$ cat src/rtl/jt51_sh_ram_if.sv
// Slot-bus bundle for jt51_sh_ram: clock enable, clear, data in, tap select,
// and the delayed outputs with the clear-sweep busy flag.
interface jt51_sh_ram_if #(
  parameter int width  = 5,
  parameter int stages = 32
);
  localparam int dw = $clog2(stages + 1);

  logic             cen;
  logic             clr;
  logic [width-1:0] din;
  logic [dw-1:0]    tap_dly;
  logic [width-1:0] drop;
  logic [width-1:0] tap;
  logic             busy;

  modport master (
    output cen, clr, din, tap_dly,
    input  drop, tap, busy
  );

  modport slave (
    input  cen, clr, din, tap_dly,
    output drop, tap, busy
  );
endinterface

$ cat src/rtl/jt51_sh_ram.sv
// RAM-backed time-multiplexed delay line with clear sweep and busy flag.
// Define JT51_SH_TAP_EN to build the programmable mid-line tap read port.
module jt51_sh_ram #(
  parameter int               width  = 5,
  parameter int               stages = 32,
  parameter logic [width-1:0] rstval = {width{1'b0}}
) (
  input  logic         clk,
  input  logic         rst_n,
  jt51_sh_ram_if.slave bus
);

  localparam int pw  = (stages > 1) ? $clog2(stages) : 1;
  localparam int pw1 = pw + 1;
  localparam logic [pw-1:0] PTR_ZERO = {pw{1'b0}};
  localparam logic [pw-1:0] PTR_ONE  = pw'(1);
  localparam logic [pw-1:0] PTR_LAST = pw'(stages - 1);

  typedef enum logic [0:0] {
    ST_CLR = 1'b0,
    ST_RUN = 1'b1
  } state_t;

  state_t           state_r;
  state_t           state_nx_s;
  logic [pw-1:0]    ptr_r;
  logic [pw-1:0]    ptr_nx_s;
  logic             busy_s;
  logic             we_s;
  logic [width-1:0] wdata_s;
  logic [width-1:0] drop_s;
  logic [width-1:0] tap_s;
  logic [width-1:0] mem_r [0:stages-1];

  // State and write pointer registers
  always_ff @(posedge clk or negedge rst_n) begin
    if (!rst_n) begin
      state_r <= ST_CLR;
      ptr_r   <= PTR_ZERO;
    end else begin
      state_r <= state_nx_s;
      ptr_r   <= ptr_nx_s;
    end
  end

  // Next state: clr overrides everything, otherwise advance on cen
  always_comb begin
    state_nx_s = state_r;
    ptr_nx_s   = ptr_r;
    if (bus.clr) begin
      state_nx_s = ST_CLR;
      ptr_nx_s   = PTR_ZERO;
    end else if (bus.cen) begin
      ptr_nx_s = (ptr_r == PTR_LAST) ? PTR_ZERO : ptr_r + PTR_ONE;
      case (state_r)
        ST_CLR: begin
          if (ptr_r == PTR_LAST) begin
            state_nx_s = ST_RUN;
          end else begin
            state_nx_s = ST_CLR;
          end
        end
        ST_RUN:  state_nx_s = ST_RUN;
        default: state_nx_s = ST_CLR;
      endcase
    end else begin
      state_nx_s = state_r;
      ptr_nx_s   = ptr_r;
    end
  end

  // State-decoded outputs and write port controls
  always_comb begin
    busy_s  = 1'b1;
    wdata_s = rstval;
    case (state_r)
      ST_CLR: begin
        busy_s  = 1'b1;
        wdata_s = rstval;
      end
      ST_RUN: begin
        busy_s  = 1'b0;
        wdata_s = bus.din;
      end
      default: begin
        busy_s  = 1'b1;
        wdata_s = rstval;
      end
    endcase
    we_s = bus.cen & ~bus.clr;
  end

  // Storage array, deliberately without reset so it maps onto RAM
  always_ff @(posedge clk) begin
    if (we_s) begin
      mem_r[ptr_r] <= wdata_s;
    end
  end

  // Drop port reads the entry about to be overwritten
  always_comb begin
    if (busy_s) begin
      drop_s = rstval;
    end else begin
      drop_s = mem_r[ptr_r];
    end
  end

`ifdef JT51_SH_TAP_EN
  localparam logic [pw:0] STG = pw1'(stages);

  logic [pw:0]   dly_ext_s;
  logic [pw:0]   dly_c_s;
  logic [pw:0]   diff_s;
  logic [pw-1:0] taddr_s;

  // Tap address: (ptr - dly) mod stages, with a borrow fix-up instead of a power-of-two wrap
  always_comb begin
    dly_ext_s = pw1'(bus.tap_dly);
    if (dly_ext_s > STG) begin
      dly_c_s = STG;
    end else begin
      dly_c_s = dly_ext_s;
    end
    diff_s = {1'b0, ptr_r} - dly_c_s;
    if (diff_s[pw]) begin
      taddr_s = pw'(diff_s + STG);
    end else begin
      taddr_s = pw'(diff_s);
    end
    if (busy_s) begin
      tap_s = rstval;
    end else if (dly_c_s == {pw1{1'b0}}) begin
      tap_s = bus.din;
    end else begin
      tap_s = mem_r[taddr_s];
    end
  end
`else
  logic tap_dly_unused_s;

  assign tap_dly_unused_s = ^bus.tap_dly;
  assign tap_s            = rstval;
`endif

  assign bus.drop = drop_s;
  assign bus.tap  = tap_s;
  assign bus.busy = busy_s;

endmodule

$ cat src/flat_wrapper.sv
// flat-port wrapper written by rule: the top's interface ports become plain ports
module jt51_sh_ram_flat 
#(
  parameter int               width  = 5,
  parameter int               stages = 32,
  parameter logic [width-1:0] rstval = {width{1'b0}}
)
  (clk, rst_n, bus_cen, bus_clr, bus_din, bus_tap_dly, bus_drop, bus_tap, bus_busy);
  jt51_sh_ram_if #(.width(width), .stages(stages)) bus_i ();
  input  logic clk;
  input  logic rst_n;
  input wire logic [$bits(bus_i.cen)-1:0] bus_cen;
  input wire logic [$bits(bus_i.clr)-1:0] bus_clr;
  input wire logic [$bits(bus_i.din)-1:0] bus_din;
  input wire logic [$bits(bus_i.tap_dly)-1:0] bus_tap_dly;
  output wire logic [$bits(bus_i.drop)-1:0] bus_drop;
  output wire logic [$bits(bus_i.tap)-1:0] bus_tap;
  output wire logic [$bits(bus_i.busy)-1:0] bus_busy;
  assign bus_i.cen = bus_cen;
  assign bus_i.clr = bus_clr;
  assign bus_i.din = bus_din;
  assign bus_i.tap_dly = bus_tap_dly;
  assign bus_drop = bus_i.drop;
  assign bus_tap = bus_i.tap;
  assign bus_busy = bus_i.busy;
  jt51_sh_ram #(.width(width), .stages(stages), .rstval(rstval)) u_core (.clk(clk), .rst_n(rst_n), .bus(bus_i));
endmodule
$ cat config.mk
export PLATFORM = sky130hd
export DESIGN_NAME = jt51_sh_ram_flat
export DESIGN_NICKNAME = d
export VERILOG_FILES = /design/src/rtl/jt51_sh_ram_if.sv /design/src/rtl/jt51_sh_ram.sv /design/src/flat_wrapper.sv
export SDC_FILE = /design/constraint.sdc
export NUM_CORES = 1
export LEC_CHECK = 0
export ABC_AREA = 1
export CAP_MARGIN = 20
export CORE_MARGIN = 10
export CORE_UTILIZATION = 45
export CTS_CLUSTER_SIZE = 24
export DETAILED_ROUTE_END_ITERATION = 8
export SYNTH_ARGS = -nofsm -noshare
export SYNTH_HDL_FRONTEND = slang
export SYNTH_SLANG_ARGS = --single-unit
$ cat constraint.sdc
create_clock -name clk -period 1.8 [get_ports clk]
set_clock_uncertainty 0.1 [all_clocks]
set_input_delay 0.36 -clock clk [delete_from_list [all_inputs] [get_ports clk]]
set_output_delay 0.36 -clock clk [all_outputs]
set_load 0.03 [all_outputs]
==> impl_metrics.csv, run 1 <==
group,metric,value,unit
synthesis,synth-compound-area-share,1.43,%
die,num_rows,47,
grt,grt_max_degree,44,
synthesis,synth_cell_types,22,
clock_network,clk_path_buf_depth,2,
routing,drtIter0Drc,405,
power_and_ir_drop,p_switching,0.00189,W
power_and_ir_drop,pwr-share-seq,46.5,%
status,outcome,"finished, violations left",
synthesis,synthSimpleGateAreaFrac,22.3,%
die,die_w,149,um
clock_network,clock-sinks,166,
worst_setup_path,cp-start-kind,"flip-flop",
timing,fin_crit_sh,141,%
cells_and_area,drive_gt1_share,22.9,%
synthesis,async_reset_ff_share,3.61,%
grt,grt_pass1_vias,5375,
synthesis,syn_inst,774,
grt,gr-usage-all-layers,17.1,%
power_and_ir_drop,power_density,906,nW/um^2
synthesis,synth_top_cell_by_area,"edfxtp_1",
power_and_ir_drop,p_int,0.00713,W
power_and_ir_drop,switching_share,21.0,%
place,gp_congestion,0.839,
cells_and_area,fill_cells,1290,
timing,setup_ws,-0.736,ns
power_and_ir_drop,p_clk_share,44.5,%
min_path,hold_class,"input port to asynchronous set/reset pin",
synthesis,syn_avg_cell_area,9.70,sq um
routing,vias_per_cell,5.03,
cells_and_area,nets,889,
clock_network,clk-insertion-delay-late,0.42,ns
clock_network,htree_levels,4,
worst_setup_path,critPathKind,"flip-flop to output pin",
synthesis,synth_ff_type,"edfxtp_1",
timing,fmax,394,MHz
die,die_y,149,um
routing,routed_wirelength,19100,um
clock_network,cts_made_buffers,17,
synthesis,synth_xor_area_share,0.233,%
worst_setup_path,crit_fanout,12,
synthesis,synthAdderAreaFrac,0.834,%
synthesis,synth_edf_count,160,
power_and_ir_drop,power.static_leakage,4.34,nW
routing,ant_nets,0,
cells_and_area,final_cells,1101,
place,dp_cells,1051,
routing,drcViolationCount,0,
die,coreArea,16500,sq um
grt,antenna_found_initial,0,
timing,hold_viol_final,0,
power_and_ir_drop,peakVddDrop,0.594,mV
worst_setup_path,worstPathArrival,2.08,ns
clock_network,cts_tree,"done",
die,pin_count,26,
cells_and_area,final_common_cell,"nand2_1",
routing,detail_route.wl_per_cell,17.4,um
worst_setup_path,required,1.34,ns
synthesis,synth_top_area_share,64.0,%
power_and_ir_drop,comb_power_share,9.0,%
cells_and_area,antenna_cells,0,
synthesis,ys_seq_elements,166,
cells_and_area,syn2layout_area_growth,32.7,%
status,violations,"setup timing",
synthesis,yosys-top-cells-area,"edfxtp_1 64%, nand2_1 15%, inv_1 6.4%",
die,dieArea,22200,sq um
timing,setup_viol,154,
routing,first_pass_iters,7,
die,start_util,45.6,%
timing,fin_crit,2.54,ns
timing,slew_violations,0,
place,dp_hpwl,10800,um
synthesis,yosysWarnings,0,
grt,overflow,0,
synthesis,syn_area,7500,sq um
grt,grt_pass1_wl,28800,um
cells_and_area,layout_common_cells,"281 x nand2_1, 160 x edfxtp_1, 127 x inv_1, 55 x nand3_1, 39 x buf_4",
synthesis,synth_top_family_by_area,"simple AND/OR/NAND/NOR gates",
timing,rsz0062_at_grt,"true",
synthesis,seq_area_frac_synth,66.0,%
synthesis,muxShareOfSynthArea,0,%
place,port_buffers,14,
clock_network,cts_root_buf,"clkbuf_16",
timing,tns,-16.20,ns
clock_network,path_clk_slew,0.06,ns
flow_run,maxCapViolCount,0,
worst_setup_path,critPathCaptureType,"output pin",
routing,vias,5535,
==> critical path, cell delays in order, from the launching register on <==
cell and delay [ns]:
dfrtp_2 0.47, inv_8 0.10, buf_6 0.14, clkbuf_16 0.18, nand2_1 0.06, nand3_1 0.10, nand2_1 0.08, nand2_1 0.08
nand2_1 0.07, nor2_2 0.16, a21oi_4 0.08, buf_6 0.14
==> flip-flops by register name, indices dropped and copies added (netlist names) <==
register	count
u_core.ptr_r	5
u_core.state_r	1
u_core.mem_r	160
==> Yosys cell counts, types with 2 or more instances <==
library cell,count
nor3_2,7
ha_1,5
nand2_1,299
buf_6,2
o21ai_1,4
o21ai_0,10
edfxtp_1,160
buf_2,12
nand3_1,56
inv_2,4
a21oi_1,5
o22ai_1,2
dfrtp_1,6
nor2_1,50
inv_1,128
buf_4,10
clkbuf_1,9
==> cells by family after synthesis <==
group,count (synthesis)
AND/OR/NAND/NOR,414
flip-flops,166
buffers and inverters,165
AO/OA/AOI/OAI,21
adder cells (fa/ha/maj),5
XOR/XNOR,2
other,1
==> through the flow <==
stage          cell area (sq um)  hold WS (ns)  power, W  setup slack (ns)  utilization (%)
2_1_floorplan               7620       -0.0356   0.00466           -0.0580                -
3_3_place_gp                8540         0.569   0.00483            -0.311             51.9
3_5_place_dp                8540         0.586   0.00484            -0.291             51.9
4_1_cts                     9670         0.131   0.00900            -0.671             58.8
5_1_grt                     9960         0.138   0.00933            -0.833             60.5
6_report                    9960         0.129   0.00902            -0.736             60.5
==> path summary, 6_finish.rpt <==
path | from | to | slack, ns | cells after the start
max reg2reg | u_core.ptr_r[0] | u_core.mem_r[6][2] | -0.15 | 9
min | rst_n | u_core.ptr_r[0] | 0.13 | 1
min in group clk | bus_clr | u_core.state_r | 0.59 | 3
max in group asynchronous | rst_n | u_core.state_r | 1.17 | 1
max | u_core.ptr_r[0] | bus_drop[1] | -0.74 | 11
min reg2reg | u_core.ptr_r[2] | u_core.ptr_r[2] | 0.66 | 3
==> power by group through the flow <==
stage / clock network, W / logic (W) / registers [W]
6_report: 0.00402 / 0.000808 / 0.00420
5_1_grt: 0.00427 / 0.000870 / 0.00419
4_1_cts: 0.00409 / 0.000721 / 0.00420
3_5_place_dp: 0 / 0.000568 / 0.00428
3_3_place_gp: 0 / 0.000560 / 0.00427
2_1_floorplan: 0 / 0.000390 / 0.00427
==> layer usage <==
layer  global-route usage, %  up-vias  share of wire, %
li1                        -     2634                 -
met1                    22.2     2654                44
met2                    26.9      204                48
met3                    3.88       43               5.9
met4                    7.56        0               2.8
met5                       0        -                 0
==> layout make-up <==
type / count / area [sq um] / area share (%)
inverter: 132 / 507 / 5.09
multi-input combinational: 447 / 2220 / 22.3
tap: 220 / 275 / 2.76
timing repair buffer: 105 / 1340 / 13.5
clock inverter: 12 / 224 / 2.25
clock buffer: 19 / 433 / 4.35
sequential: 166 / 4960 / 49.8
==> timing repair <==
action	4_1_cts	5_1_grt
cloned	6	4
setup endpoints to repair	104	171
gates resized for setup	72	47
pin swaps	22	5
hold buffers	0	0
buffers inserted	9	0
Note: power is estimated with default switching activity, not from simulation.
==> inputs of run 2 (changes only) <==
==> constraint.sdc (replaced) <==
create_clock -name clk -period 2.97 [get_ports clk]
set_clock_uncertainty 0.1 [all_clocks]
set_input_delay 0.594 -clock clk [delete_from_list [all_inputs] [get_ports clk]]
set_output_delay 0.594 -clock clk [all_outputs]
set_load 0.03 [all_outputs]
==> run 2 against run 1 <==
The flow now finishes without violations; setup slack improved by 0.86 ns; sequential cell count stayed put; hold slack improved by 0.23 ns; final area decreased by 13%; non-clock buffer count is 63 lower; sequential power decreased by 40%; sequential share of layout area is 7.5 points higher; via count down 9.8%; combinational power down 62%; critical endpoint is now bus_drop[4]; largest cell class unchanged.
==> impl_metrics.csv, run 2 (synthesized netlist as in run 1, its figures left out) <==
group,metric,value,unit
grt,grt_max_degree,54,
timing,slew_headroom,60.2,%
cells_and_area,final_cells,1039,
timing,tightest_slew,0.596,ns
routing,drtIter0Drc,370,
die,dieArea,22200,sq um
grt,grt_pass1_vias,5221,
die,coreArea,16500,sq um
worst_setup_path,critPathCaptureType,"output pin",
grt,grt_pass1_wl,26500,um
die,num_rows,47,
die,die_y,149,um
cells_and_area,reg_top3,"u_core.mem_r (160), u_core.ptr_r (5), u_core.state_r (1)",
die,die_w,149,um
timing,setup_ws,0.123,ns
routing,routed_wirelength,16300,um
clock_network,cts_tree,"done",
clock_network,cts-resized-gates,0,
clock_network,clock-sinks,166,
worst_setup_path,cp_cell_sequence,"inv_1, nor3_4, nand2_1, nand2_1, nor2_1, a21oi_1, buf_4",
worst_setup_path,reg2reg_depth,5,
min_path,hold_class,"input port to asynchronous set/reset pin",
worst_setup_path,critPathKind,"flip-flop to output pin",
status,outcome,"finished, final reports clean",
timing,fmax,351,MHz
clock_network,path_clk_slew,0.06,ns
cells_and_area,fin_util,52.6,%
place,dp_hpwl,10700,um
worst_setup_path,required,2.28,ns
worst_setup_path,worstPathArrival,2.15,ns
worst_setup_path,cp-start-kind,"flip-flop",
flow_run,maxCapViolCount,0,
timing,hold_viol_final,0,
worst_setup_path,timing.rr.start,"u_core.ptr_r[1]",
cells_and_area,syn2layout_area_growth,15.4,%
clock_network,cts_root_buf,"clkbuf_16",
routing,detail_route.wl_per_cell,15.6,um
place,dpl_worst_slack,0.345,ns
worst_setup_path,crit_buf_inv,2,
timing,rsz0062_at_grt,"true",
die,start_util,45.6,%
grt,overflow,0,
routing,vias,4994,
timing,setup_viol,0,
routing,ant_nets,0,
worst_setup_path,crit_fanout,8,
place,dp_cells,1007,
worst_setup_path,r2r_slack,0.82,ns
worst_setup_path,cp_top_family,"simple AND/OR/NAND/NOR gates",
clock_network,cts_made_buffers,17,
clock_network,htree_levels,4,
routing,vias_per_cell,4.81,
worst_setup_path,slowest_stage,"dfrtp_2",
place,gp_congestion,0.794,
routing,first_pass_iters,5,
timing,fin_crit_sh,95.9,%
worst_setup_path,rr_endpoint,"u_core.mem_r[7][1]",
grt,gr-usage-all-layers,15.4,%
place,port_buffers,14,
cells_and_area,antenna_cells,0,
worst_setup_path,critPathMaxStageDelay,0.51,ns
clock_network,clk-insertion-delay-late,0.42,ns
cells_and_area,layout_common_cells,"299 x nand2_1, 160 x edfxtp_1, 128 x inv_1, 56 x nand3_1, 50 x nor2_1",
die,pin_count,26,
cells_and_area,largest_register_ffs,160,
clock_network,postCtsHoldBufs,0,
power_and_ir_drop,power.static_leakage,3.79,nW
clock_network,clk_path_buf_depth,2,
worst_setup_path,cpMostUsedCell,"nand2_1",
power_and_ir_drop,peakVddDrop,0.440,mV
cells_and_area,nets,826,
routing,drcViolationCount,0,
timing,fin_crit,2.85,ns
grt,antenna_found_initial,0,
cells_and_area,regMostFlops,"u_core.mem_r",
cells_and_area,drive_gt1_share,9.77,%
timing,slew_violations,0,
power_and_ir_drop,power_density,587,nW/um^2
clock_network,postCtsSetupBuffers,0,
cells_and_area,final_common_cell,"nand2_1",
-- run 2: cell count changes in the layout (fill, tap and decap cells not counted), sizes merged --
cell / previous run / this run
clkinv: 3 / 7
buf: 93 / 33
bufinv: 6 / 3
clkdlybuf4s50: 8 / 9
inv: 133 / 135
clkbuf: 23 / 17
-- run 2: cell type report --
type                       instances  area, sq um
multi-input combinational        447         1920
inverter                         132          503
tap                              220          275
timing repair buffer              42          394
clock buffer                      17          425
clock inverter                    15          179
fill                            1496         7810
sequential                       166         4960
-- run 2: worst reg2reg max path, delay by kind of cell, from the launching register on --
| family | cells | cell delay (ns) |
|---|---|---|
| DFF | 1 | 0.40 |
| and+or+nand+nor | 2 | 0.48 |
| buffers and inverters | 2 | 0.53 |
| adders and majority gates | 1 | 0.29 |
-- run 2: power by group --
part / switching [W] / total, W / internal, W
registers: 0.00000577 / 0.00254 / 0.00254
logic: 0.000205 / 0.000306 / 0.000101
clock network: 0.000905 / 0.00223 / 0.00133
total: 0.00112 / 0.00508 / 0.00397
-- run 2: through the flow --
stage,hold slack [ns],setup TNS [ns],instance area (sq um),power (W)
global route,0.340,-0.00392,8660,0.00527
finish,0.357,0,8660,0.00508
detailed placement,0.668,0,7980,0.00289
CTS,0.349,0,8580,0.00511
global placement,0.618,0,7980,0.00289
floorplan,0.198,0,7520,0.00281
-- run 2: worst max path at each step --
stage                               start             endpoint  slack [ns]  cells past startpoint
after floorplan           u_core.ptr_r[0]          bus_drop[2]        0.62                     10
after global placement            bus_cen  u_core.mem_r[21][3]        0.38                      6
after detailed placement          bus_cen   u_core.mem_r[6][4]        0.34                      6
after CTS                 u_core.ptr_r[1]          bus_drop[4]       0.003                      9
after global routing      u_core.ptr_r[2]          bus_drop[2]      -0.004                      7
final                     u_core.ptr_r[2]          bus_drop[4]        0.12                      7
-- run 2: metal layers --
| metal | global-route usage, % | up-vias | routed length [um] |
|---|---|---|---|
| met1 | 18.4 | 2365 | 7230 |
| li1 | - | 2491 | - |
| met5 | 0 | - | 0 |
| met4 | 6.38 | 0 | 379 |
| met2 | 26.0 | 110 | 7940 |
| met3 | 3.91 | 28 | 702 |
==> inputs of run 3 (changes only) <==
--- a/config.mk
+++ b/config.mk
@@ -9,6 +9,7 @@
 export CAP_MARGIN = 20
 export CORE_MARGIN = 10
 export CORE_UTILIZATION = 45
+export CTS_CLUSTER_DIAMETER = 30
 export CTS_CLUSTER_SIZE = 24
 export DETAILED_ROUTE_END_ITERATION = 8
 export SYNTH_ARGS = -nofsm -noshare
==> results of run 3 <==
No change in the layout: final DEF, timing and power equal those of run 2.
